$ cat src/rtl/uart_pkg.sv
// ---------------------------------------------------------------------------
// uart_pkg
// Shared UART definitions: common baud divisors (clk cycles per bit), the
// transmitter state encoding and the frame data width.
// No ports.
// ---------------------------------------------------------------------------
package uart_pkg;

    // Clock cycles per bit for common clock/baud combinations.
    localparam logic [12:0] BPS_50MHZ_9600   = 13'd5208;
    localparam logic [12:0] BPS_50MHZ_115200 = 13'd434;
    localparam logic [12:0] BPS_12MHZ_9600   = 13'd1250;
    localparam logic [12:0] BPS_12MHZ_115200 = 13'd104;

    // Data bits per 8N1 frame.
    localparam int DATA_BITS = 8;

    typedef enum logic [2:0] {
        IDLE,
        START,
        DATA,
        STOP,
        DONE
    } tx_state_t;

endpackage

$ cat src/rtl/uart_bps_counter.sv
// ---------------------------------------------------------------------------
// uart_bps_counter
// Bit-time divider. While run is high it counts 0..BPS-1 and wraps; bit_tick
// marks the last cycle of each bit time. While run is low the count is held
// at zero, so every run period starts on a fresh bit boundary.
//
// Ports:
//   clk      in   system clock, rising edge
//   rst      in   synchronous active-high reset
//   run      in   count enable; low clears the count
//   bit_tick out  one-cycle pulse on the final cycle of a bit time
// ---------------------------------------------------------------------------
module uart_bps_counter
    import uart_pkg::*;
#(
    parameter logic [12:0] BPS = BPS_50MHZ_115200
) (
    input  logic clk,
    input  logic rst,
    input  logic run,
    output logic bit_tick
);

    logic [12:0] count;

    assign bit_tick = run && (count == BPS - 13'd1);

    // NOTE: state in always_ff is updated with <= so every register samples
    // the pre-edge values of the others; = here would create ordering races.
    always_ff @(posedge clk) begin
        if (rst || !run) begin
            count <= '0;
        end else if (bit_tick) begin
            count <= '0;
        end else begin
            count <= count + 13'd1;
        end
    end

endmodule

$ cat src/rtl/uart_tx_module.sv
// ---------------------------------------------------------------------------
// uart_tx_module
// 8N1 UART transmitter: start bit, 8 data bits LSB first, one stop bit, each
// held BPS clk cycles, followed by a single DONE cycle that pulses tx_done.
// A request is accepted only in IDLE, so a controller that still holds
// tx_en_sig while tx_done is high cannot retrigger a frame from DONE.
//
// Ports:
//   clk        in   system clock, rising edge
//   rst        in   synchronous active-high reset; aborts any frame
//   tx_en_sig  in   transmit request, level-sensitive, sampled in IDLE only
//   tx_data    in   [7:0] byte, captured on the accepting edge
//   tx_done    out  one-cycle pulse after the stop bit completes
//   tx_pin     out  registered serial line, idles high
// ---------------------------------------------------------------------------
module uart_tx_module
    import uart_pkg::*;
#(
    parameter logic [12:0] BPS = BPS_50MHZ_115200
) (
    input  logic       clk,
    input  logic       rst,
    input  logic       tx_en_sig,
    input  logic [7:0] tx_data,
    output logic       tx_done,
    output logic       tx_pin
);

    localparam logic [2:0] LAST_BIT = 3'(DATA_BITS - 1);

    tx_state_t  state;
    tx_state_t  next_state;
    logic [7:0] shift_reg;
    logic [2:0] bit_cnt;
    logic       bit_tick;
    logic       baud_run;
    logic       next_pin;

    // The divider only runs while a bit is on the line; holding it cleared in
    // IDLE and DONE means the start bit always gets a full BPS cycles.
    assign baud_run = (state == START) || (state == DATA) || (state == STOP);

    uart_bps_counter #(
        .BPS (BPS)
    ) u_bps_counter (
        .clk      (clk),
        .rst      (rst),
        .run      (baud_run),
        .bit_tick (bit_tick)
    );

    // NOTE: every signal driven in always_comb gets a default first, so no
    // path through the case can leave it unassigned and infer a latch.
    always_comb begin
        next_state = state;
        case (state)
            IDLE:    if (tx_en_sig) next_state = START;
            START:   if (bit_tick)  next_state = DATA;
            DATA:    if (bit_tick && bit_cnt == LAST_BIT) next_state = STOP;
            STOP:    if (bit_tick)  next_state = DONE;
            DONE:    next_state = IDLE;
            default: next_state = IDLE;
        endcase
    end

    // tx_pin is registered, so it is computed from the state being entered.
    // Inside DATA the shift happens on the same edge as the bit change, so
    // the bit about to appear is shift_reg[1], not shift_reg[0].
    always_comb begin
        next_pin = 1'b1;
        case (next_state)
            START: next_pin = 1'b0;
            DATA: begin
                if (state == DATA && bit_tick) next_pin = shift_reg[1];
                else                           next_pin = shift_reg[0];
            end
            default: next_pin = 1'b1;
        endcase
    end

    always_ff @(posedge clk) begin
        if (rst) begin
            state     <= IDLE;
            tx_pin    <= 1'b1;
            shift_reg <= '0;
            bit_cnt   <= '0;
        end else begin
            state  <= next_state;
            tx_pin <= next_pin;

            if (state == IDLE && tx_en_sig) begin
                shift_reg <= tx_data;
            end else if (state == DATA && bit_tick) begin
                shift_reg <= shift_reg >> 1;
            end

            // Wraps 7 -> 0 naturally on the last data bit.
            if (state == DATA) begin
                if (bit_tick) bit_cnt <= bit_cnt + 3'd1;
            end else begin
                bit_cnt <= '0;
            end
        end
    end

    assign tx_done = (state == DONE);

endmodule

$ cat config.mk
export PLATFORM = sky130hd
export DESIGN_NAME = uart_tx_module
export DESIGN_NICKNAME = d
export VERILOG_FILES = /design/src/rtl/uart_pkg.sv /design/src/rtl/uart_bps_counter.sv /design/src/rtl/uart_tx_module.sv
export SDC_FILE = /design/constraint.sdc
export NUM_CORES = 1
export LEC_CHECK = 0
export ABC_AREA = 1
export BUFFER_PORTS_ARGS = -buffer_cell sky130_fd_sc_hd__buf_2
export CORE_ASPECT_RATIO = 0.9
export CORE_MARGIN = 2
export CORE_UTILIZATION = 59
export CTS_CLUSTER_DIAMETER = 40
export DETAILED_ROUTE_END_ITERATION = 8
export PLACE_DENSITY = 0.84
export SKIP_CTS_REPAIR_TIMING = 1
export SYNTH_ARGS = -nofsm -noshare
export SYNTH_HDL_FRONTEND = slang
export SYNTH_SLANG_ARGS = --single-unit
$ cat constraint.sdc
create_clock -name clk -period 3.87 [get_ports clk]
set_clock_uncertainty 0.15 [all_clocks]
set_input_delay 0.774 -clock clk [delete_from_list [all_inputs] [get_ports clk]]
set_output_delay 0.774 -clock clk [all_outputs]
set_load 0.1 [all_outputs]
# Word level (Yosys, flattened, before mapping)
# Index checks and enable logic that the tools add are counted.
# W data, S select, Z words.
[op_classes]
magnitude_cmp = 0
bitwise = 1
n_eq_ne = 8
n_mul = 0
n_addsub = 2
n_shift = 0
n_mux = 9
div = 0
n_reduce_logical = 12
[op_table]
columns = ["operator", "n"]
rows = [
  ["$mux W8", 2],
  ["$add A13 B1 Y13 const B", 1],
  ["$eq A13 B9 Y1 const B", 1],
  ["$mux W3", 4],
  ["$pmux W3 S4", 1],
  ["$eq A3 B2 Y1 const B", 3],
  ["$eq A3 B1 Y1 const B", 2],
  ["$eq A3 B3 Y1 const B", 2],
  ["$logic_and A1 B1 Y1", 4],
  ["$reduce_or A2 Y1", 2],
  ["$add A3 B1 Y3 const B", 1],
  ["$logic_not A3 Y1", 1],
  ["$logic_or A1 B1 Y1", 3],
  ["$pmux W1 S2", 1],
  ["$reduce_bool A2 Y1", 1],
  ["$logic_not A1 Y1", 1],
  ["$mux W1", 1],
  ["$not A1 Y1", 1],
]
[word_totals]
in_bits = 11
elab_cells = 37
latch_bits = 0
mem_bits_rw = 0
mem_count = 0
rom_bits = 0
register_bits = 28

# Logic depth before layout (Yosys ltp)
# Gate-level depths: netlist of run 1.
[depth]
depth_word = 9
ltp_mapped = 10
mapped_depth_nobuf = 10

# Hierarchy
# A second synthesis of run 1 with hierarchy kept.
[hier_totals]
cells_unflattened = 214
area_unflattened_um2 = 1541.5
[modules_own_cells]
columns = ["module", "cells_per_inst", "instances", "area_each_um2", "seq_area_each_um2"]
rows = [
  ["uart_tx_module", 112, 1, 812.0, 300.3],
  ["uart_bps_counter", 102, 1, 729.4, 260.2],
]

# Least setup slack after synthesis of run 1
# OpenSTA, ideal clock, no wires.
[synth_timing]
path_type = "register to output"
start = "register state[0]"
end = "output port tx_done"
t_arrival_ns = 1.815
stages_incl_launch_ff = 4
path_buffers = 0
slack_ns = 1.131
cell_sequence = "dfxtp_1 nor2_4 inv_1 nor2_1"
[synth_between]
elab_chain_len = 1
[synth_lines]
columns = ["item", "line", "text"]
rows = [
  ["start: declaration", "uart_tx_module.sv:31", "tx_state_t state;"],
  ["start signal: assignment", "uart_tx_module.sv:88", "state <= next_state;"],
  ["$eq A3 B3 Y1", "uart_tx_module.sv:106", "assign tx_done = (state == DONE);"],
  ["end: declaration", "uart_tx_module.sv:25", "output logic tx_done,"],
]
# No other way between the ends.

# Worst setup path after layout of run 1
# Ends and elaborated chain as after synthesis.

==> flow_summary_export.csv, run 1 <==
group,metric,value,unit
status,status,"finished clean",
hold_path,holdPathStages,2,
worst_setup_path,startpoint,"state[0]$_SDFF_PP0_",
power,p_int,0.4200,mW
global_route,grt_pass1_vias,1131,
floorplanning,core,2425,sq um
clocking,cts_tree,"done",
timing,rsz0062_at_grt,"no",
global_route,antenna_found_initial,0,
global_route,grt_usage,0.2033,
floorplanning,num_io_pins,13,
power,p_seq_frac,0.548,
worst_setup_path,worstPathArrival,1.47,ns
floorplanning,num_rows,17,
global_route,grt_pass1_wl,4.636,mm
power,sw_frac_of_total,0.2374,
timing,tightest_slew,0.4873,ns
worst_setup_path,r2r-end,"u_bps_counter.count[9]$_SDFF_PP0_",
yosys,synthCells,192,
final_layout,fin_area,1628,sq um
clocking,clk_pin_slew,0.15,ns
drt,drtIter0Drc,55,
power,pwr-share-comb,0.102,
clocking,htreeDepth,1,
final_layout,largest_register_ff_count,13,
worst_setup_path,reg2reg_slack,2.14,ns
clocking,cts_made_buffers,3,
drt,dr.pass1.iters,4,
global_route,grt_max_degree,17,
yosys,synth_area,1495,sq um
timing,finalMaxSlewViolations,0,
power,pwr-share-clk,0.349,
power,p_leak,0.6961,nW
job,max_cap_viol_count,0,
worst_setup_path,r2r-start,"u_bps_counter.count[1]$_SDFF_PP0_",
global_route,gr-total-overflow,0,
floorplanning,die_w,57.07,microns
clocking,clk_latency,0.33,ns
worst_setup_path,crit_type,"reg -> out",
final_layout,fill_cells,203,
placed_design,dp_hpwl,2.093,mm
power,p_switching,0.1307,mW
clocking,clockRootBuffer,"clkbuf_4",
yosys,synth-seq-area-share,0.3749,
drt,ant_nets,0,
timing,fmax,0.4176,GHz
timing,period_needed,2.394,ns
worst_setup_path,start_kind,"flop",
placed_design,gp_congestion,0.8981,
drt,viasPerCell,5.188,
power,p_total,0.5507,mW
timing,finalCritPeriodShare,0.6187,
clocking,clockBufferDepth,2,
timing,hold_viol,0,
drt,vias,1214,
power,pwr_density_cell,338.3,nW/um^2
drt,wl,2.709,mm
worst_setup_path,critPathRequiredTime,2.95,ns
timing,relSlewSlack,0.6773,
placed_design,place_area,1575,sq um
yosys,ys_types,34,
worst_setup_path,critical_path.max_fanout,7,
final_layout,syn_to_final_growth,8.870,%
drt,wl_per_cell,11.58,microns
yosys,synth-seq-cells,28,
worst_setup_path,cp-end-kind,"output pin",
floorplanning,start_util,0.6166,
final_layout,n_antenna_cell,0,
timing,final-setup-viol-count,0,
final_layout,drive_gt1_frac,0.2524,
power,irDropWorstVdd,0.2346,mV
yosys,ys_warn_count,0,
worst_setup_path,rr_worst_depth,8,
placed_design,port-buffer-count,12,
final_layout,fin_nets,222,
yosys,synth_top_area_share,0.3749,
drt,drc,0,
yosys,synth_nets,207,
clocking,clkSinkCount,28,
yosys,ys_top_cells_by_area,"dfxtp_1, nand2_1, inv_1",
timing,hold_slack,0.3156,ns
yosys,yosysTopAreaCell,"dfxtp_1",
floorplanning,die_h,51.76,microns
worst_setup_path,cp-endpoint,"tx_done",
floorplanning,die_area,2954,sq um
hold_path,hp-class,"reg -> reg",
timing,fin_setup_tns,0,ns
yosys,synth_area_per_cell,7.787,sq um
critical path: stages (launching register included):
cell     delay (ns)
dfxtp_1        0.43
nor2_4         0.17
inv_1          0.05
nor2_1         0.07
buf_2          0.42
how the worst min path moves through the flow:
stage,endpoint,start
after global routing,bit_cnt[2]$_SDFFE_PP0P_,bit_cnt[2]$_SDFFE_PP0P_
final,bit_cnt[2]$_SDFFE_PP0P_,bit_cnt[2]$_SDFFE_PP0P_
after detailed placement,bit_cnt[2]$_SDFFE_PP0P_,bit_cnt[2]$_SDFFE_PP0P_
after global placement,bit_cnt[2]$_SDFFE_PP0P_,bit_cnt[2]$_SDFFE_PP0P_
after floorplan,bit_cnt[2]$_SDFFE_PP0P_,bit_cnt[2]$_SDFFE_PP0P_
after CTS,bit_cnt[2]$_SDFFE_PP0P_,bit_cnt[2]$_SDFFE_PP0P_
power by group through the flow:
stage               clock network [mW]  logic, mW  registers, mW
global route                     0.208     0.0627          0.303
detailed placement                   0     0.0562          0.308
CTS                              0.196     0.0565          0.302
finish                           0.192     0.0564          0.302
global placement                     0     0.0541          0.307
floorplan                            0     0.0375          0.314
cell usage in the layout (no fill, tap or decap), types with 9 or more instances in the layout:
cell type   n
dfxtp_1    28
buf_2      12
inv_1      25
nand2_1    40
a21oi_1     9
nor2_1     21
layer usage:
layer | part of all wire | global-route usage | up-vias
met5 | 0 | 0 | -
met4 | 0.015 | 0.08140 | 0
met3 | 0.024 | 0.02239 | 5
met2 | 0.52 | 0.3870 | 17
met1 | 0.44 | 0.2320 | 556
li1 | - | - | 636
cells in the mapped netlist:
| master | count |
|---|---|
| a211oi_2 | 1 |
| a21o_1 | 1 |
| a21oi_1 | 9 |
| a21oi_2 | 3 |
| a31oi_1 | 2 |
| buf_6 | 1 |
| clkbuf_1 | 1 |
| clkinv_1 | 1 |
| clkinv_2 | 1 |
| dfxtp_1 | 28 |
| ha_1 | 4 |
| inv_1 | 25 |
| inv_2 | 4 |
| nand2_1 | 40 |
| nand2_2 | 4 |
| nand2_4 | 3 |
| nand3_1 | 4 |
| nand3_2 | 3 |
| nand3_4 | 2 |
| nand4_1 | 4 |
| nor2_1 | 21 |
| nor2_2 | 4 |
| nor2_4 | 4 |
| nor2_8 | 1 |
| nor3_1 | 4 |
| nor3_2 | 3 |
| nor3b_1 | 1 |
| nor3b_2 | 2 |
| o21a_1 | 2 |
| o21ai_1 | 4 |
| o21ai_2 | 1 |
| o21bai_1 | 1 |
| xnor2_1 | 1 |
| xor2_1 | 2 |
cells by family after synthesis:
kind of cell	Yosys count	share of synthesized area
and+or+nand+nor	100	0.3816
xor gates and xnor gates	3	0.01758
adders and majority gates	4	0.03347
AOI/OAI and AO/OA	24	0.1038
DFF	28	0.3749
buffers and inverters	33	0.08869
area by class of cell:
| class | instances | area, sq um | area share |
|---|---|---|---|
| Clock buffer | 3 | 22.52 | 0.01384 |
| Timing Repair Buffer | 12 | 60.06 | 0.03689 |
| Multi-Input combinational cell | 131 | 802.0 | 0.4927 |
| Inverter | 31 | 117.6 | 0.07225 |
| Clock inverter | 1 | 30.03 | 0.01845 |
| Tap cell | 28 | 35.03 | 0.02152 |
| Sequential cell | 28 | 560.5 | 0.3444 |
through the flow:
step | setup slack [ns] | util | instances
2_1_floorplan | 1.131 | - | 192
3_3_place_gp | 1.885 | 0.6496 | 230
3_5_place_dp | 1.849 | 0.6496 | 230
4_1_cts | 1.458 | 0.6713 | 234
5_1_grt | 1.408 | 0.6713 | 234
6_report | 1.476 | 0.6713 | 234
No activity file was read; power rests on OpenSTA's default activity.
==> run 2, diff against run 1 <==
Settings changed: ABC_AREA 1 to 0, CORE_UTILIZATION 59 to 51, PLACE_DENSITY 0.84 to 0.78.
Clock period 3.87 ns to 2 ns, I/O delays scaled along.
==> run 2 against run 1 <==
- the flow now finishes with violations (negative setup slack)
- combinational power is 52% higher
- critical path depth stayed put
- die area is 0.99% lower
- clock power is 95% higher
- total power is 90% higher
- final cell count is 16% lower
- clock-buffer cell count stayed put
- sequential power is 93% higher
- worst setup slack worse by 1.5 ns
- via count is 11% lower
- global-route usage is 1.9 points lower
==> flow_summary_export.csv, run 2 <==
group,metric,value,unit
final_layout,layout_common_cells,"nor2_1, dfxtp_1, buf_4",
final_layout,multiInputGateArea,735.7,sq um
clocking,clk_latency,0.33,ns
timing,layout_setup_ws,-0.01642,ns
final_layout,fill_cells,191,
placed_design,place_area,1524,sq um
timing,fmax,0.4959,GHz
hold_path,hp-start,"tx_data[7]",
hold_path,hp-class,"in -> reg",
final_layout,layout.cells.non_filler,197,
yosys,synth-seq-area-share,0.4384,
final_layout,syn_to_final_growth,27.10,%
worst_setup_path,startpoint,"state[1]$_SDFF_PP0_",
clocking,cts_made_buffers,3,
drt,wl,2.474,mm
final_layout,largest_register_ff_count,13,
floorplanning,num_io_pins,13,
power,irDropWorstVdd,0.5065,mV
clocking,clkSinkCount,28,
worst_setup_path,cp_cell_sequence,"buf_4 > nor2_2 > and2_1 > buf_12",
yosys,synth_edf_count,0,
clocking,clk_pin_slew,0.15,ns
yosys,synthMostInstantiatedCell,"nor2_1",
yosys,synth_nets,153,
clocking,cts_tree,"done",
drt,drc,0,
timing,finalMaxSlewViolations,0,
timing,rsz0062_at_grt,"yes",
status,status,"finished, violations left",
worst_setup_path,rr_worst_depth,6,
floorplanning,die_area,2924,sq um
timing,final-setup-viol-count,1,
yosys,synth_area_per_cell,9.266,sq um
timing,tightest_slew,0.4829,ns
floorplanning,start_util,0.5273,
worst_setup_path,crit_slowest_cell,"dfxtp_1",
global_route,gr-total-overflow,0,
yosys,synthCells,138,
global_route,grt_pass1_wl,4.229,mm
worst_setup_path,r2r-start,"u_bps_counter.count[3]$_SDFF_PP0_",
drt,wl_per_cell,12.56,microns
status,violations,"negative setup slack",
worst_setup_path,cp-endpoint,"tx_done",
worst_setup_path,worstPathArrival,1.47,ns
final_layout,drive_gt1_frac,0.3018,
final_layout,fin_area,1625,sq um
global_route,grt_max_degree,17,
placed_design,dp.cells,192,
final_layout,n_antenna_cell,0,
final_layout,fin_util,0.6703,
timing,relSlewSlack,0.6803,
floorplanning,die_h,51.51,microns
worst_setup_path,cp_slowest_stage_delay,0.35,ns
clocking,htreeDepth,1,
drt,ant_nets,0,
worst_setup_path,reg2reg_slack,0.01,ns
yosys,synth-seq-cells,28,
global_route,antenna_found_initial,0,
final_layout,final-seq-area,568.0,sq um
power,pwr_density_cell,642.3,nW/um^2
drt,dr.pass1.iters,4,
yosys,ys_top_cells_by_area,"dfxtp_1, nor2_1, mux2i_1",
worst_setup_path,cp-end-kind,"output pin",
timing,hold_viol,0,
timing,finalCritPeriodShare,1.008,
clocking,clockBufferDepth,2,
yosys,yosysTopAreaCell,"dfxtp_1",
drt,vias,1078,
final_layout,fin_nets,185,
worst_setup_path,start_kind,"flop",
floorplanning,num_rows,17,
placed_design,dp_hpwl,1.799,mm
yosys,synth_top_area_share,0.4384,
yosys,synth_area,1279,sq um
clocking,clockRootBuffer,"clkbuf_4",
timing,period_needed,2.016,ns
placed_design,port-buffer-count,12,
yosys,synth-async-reset-ratio,0,
floorplanning,die_w,56.78,microns
yosys,ys_types,34,
floorplanning,core,2425,sq um
placed_design,gp_congestion,0.8236,
timing,fin_setup_tns,-0.01642,ns
worst_setup_path,critical_path.max_fanout,6,
job,max_cap_viol_count,0,
worst_setup_path,r2r-end,"bit_cnt[1]$_SDFFE_PP0P_",
worst_setup_path,crit_type,"reg -> out",
worst_setup_path,critPathRequiredTime,1.45,ns
power,p_total,1.044,mW
yosys,ys.flop_type,"dfxtp_1",
yosys,synth_top_cells_by_count,"nor2_1, dfxtp_1, mux2i_1, nand2_1, xnor2_1",
drt,drtIter0Drc,13,
final_layout,layout_commonest_cell,"nor2_1",
yosys,ys_warn_count,0,
drt,viasPerCell,5.472,
global_route,grt_pass1_vias,1015,
power,p_leak,0.6011,nW
global_route,grt_usage,0.1842,
==> run 2: logic make-up (layout without fill, tap and decap cells) <==
kind of cell	count (synthesis)	count (layout)	share of synthesized area
and+or+nand+nor	67	67	0.2828
buffers and inverters	6	37	0.01761
xor gates and xnor gates	13	13	0.08904
AOI/OAI and AO/OA	12	12	0.07045
muxes	8	8	0.06262
DFF	28	28	0.4384
adders and majority gates	4	4	0.03914
==> run 2: final cells by class <==
cell class,count,area share
timing repair buffer,30,0.1370
clock inverter,1,0.01848
multi-input combinational,104,0.4527
inverter,3,0.006928
clock buffer,3,0.01386
sequential,28,0.3495
tap,28,0.02156
==> run 2: worst min-delay path by stage <==
stage	to	slack (ns)	depth (start not counted)
2_1_floorplan	u_bps_counter.count[0]$_SDFF_PP0_	0.29	1
3_5_place_dp	shift_reg[7]$_SDFFE_PP0P_	0.33	2
3_3_place_gp	shift_reg[7]$_SDFFE_PP0P_	0.33	2
6_report	shift_reg[7]$_SDFFE_PP0P_	0.13	3
5_1_grt	shift_reg[7]$_SDFFE_PP0P_	0.15	3
4_1_cts	shift_reg[7]$_SDFFE_PP0P_	0.13	3
==> run 2: power breakdown <==
group	internal [mW]	switching (mW)	total, mW
registers	0.574	0.0103	0.584
clock network	0.203	0.171	0.374
logic	0.0366	0.0493	0.0859
==> run 2: stage by stage <==
stage	hold slack, ns	setup slack, ns
3_3_place_gp	0.3311	0.08392
6_report	0.1345	-0.01642
5_1_grt	0.1492	-0.1101
4_1_cts	0.1333	-0.1145
2_1_floorplan	0.2910	0.01054
3_5_place_dp	0.3300	0.01704
==> run 2: critical path: cells and delay by family, from the launching register on <==
kind	cells	cell delay, ns
flops	1	0.35
simple gates	2	0.44
buf+inv	2	0.34
==> run 2: metal layers <==
metal  track usage  share of wire  up-vias
li1              -              -      547
met1        0.2370           0.46      504
met2        0.3178           0.49       27
met3       0.05224          0.048        0
met4       0.02713              0        0
met5             0              0        -
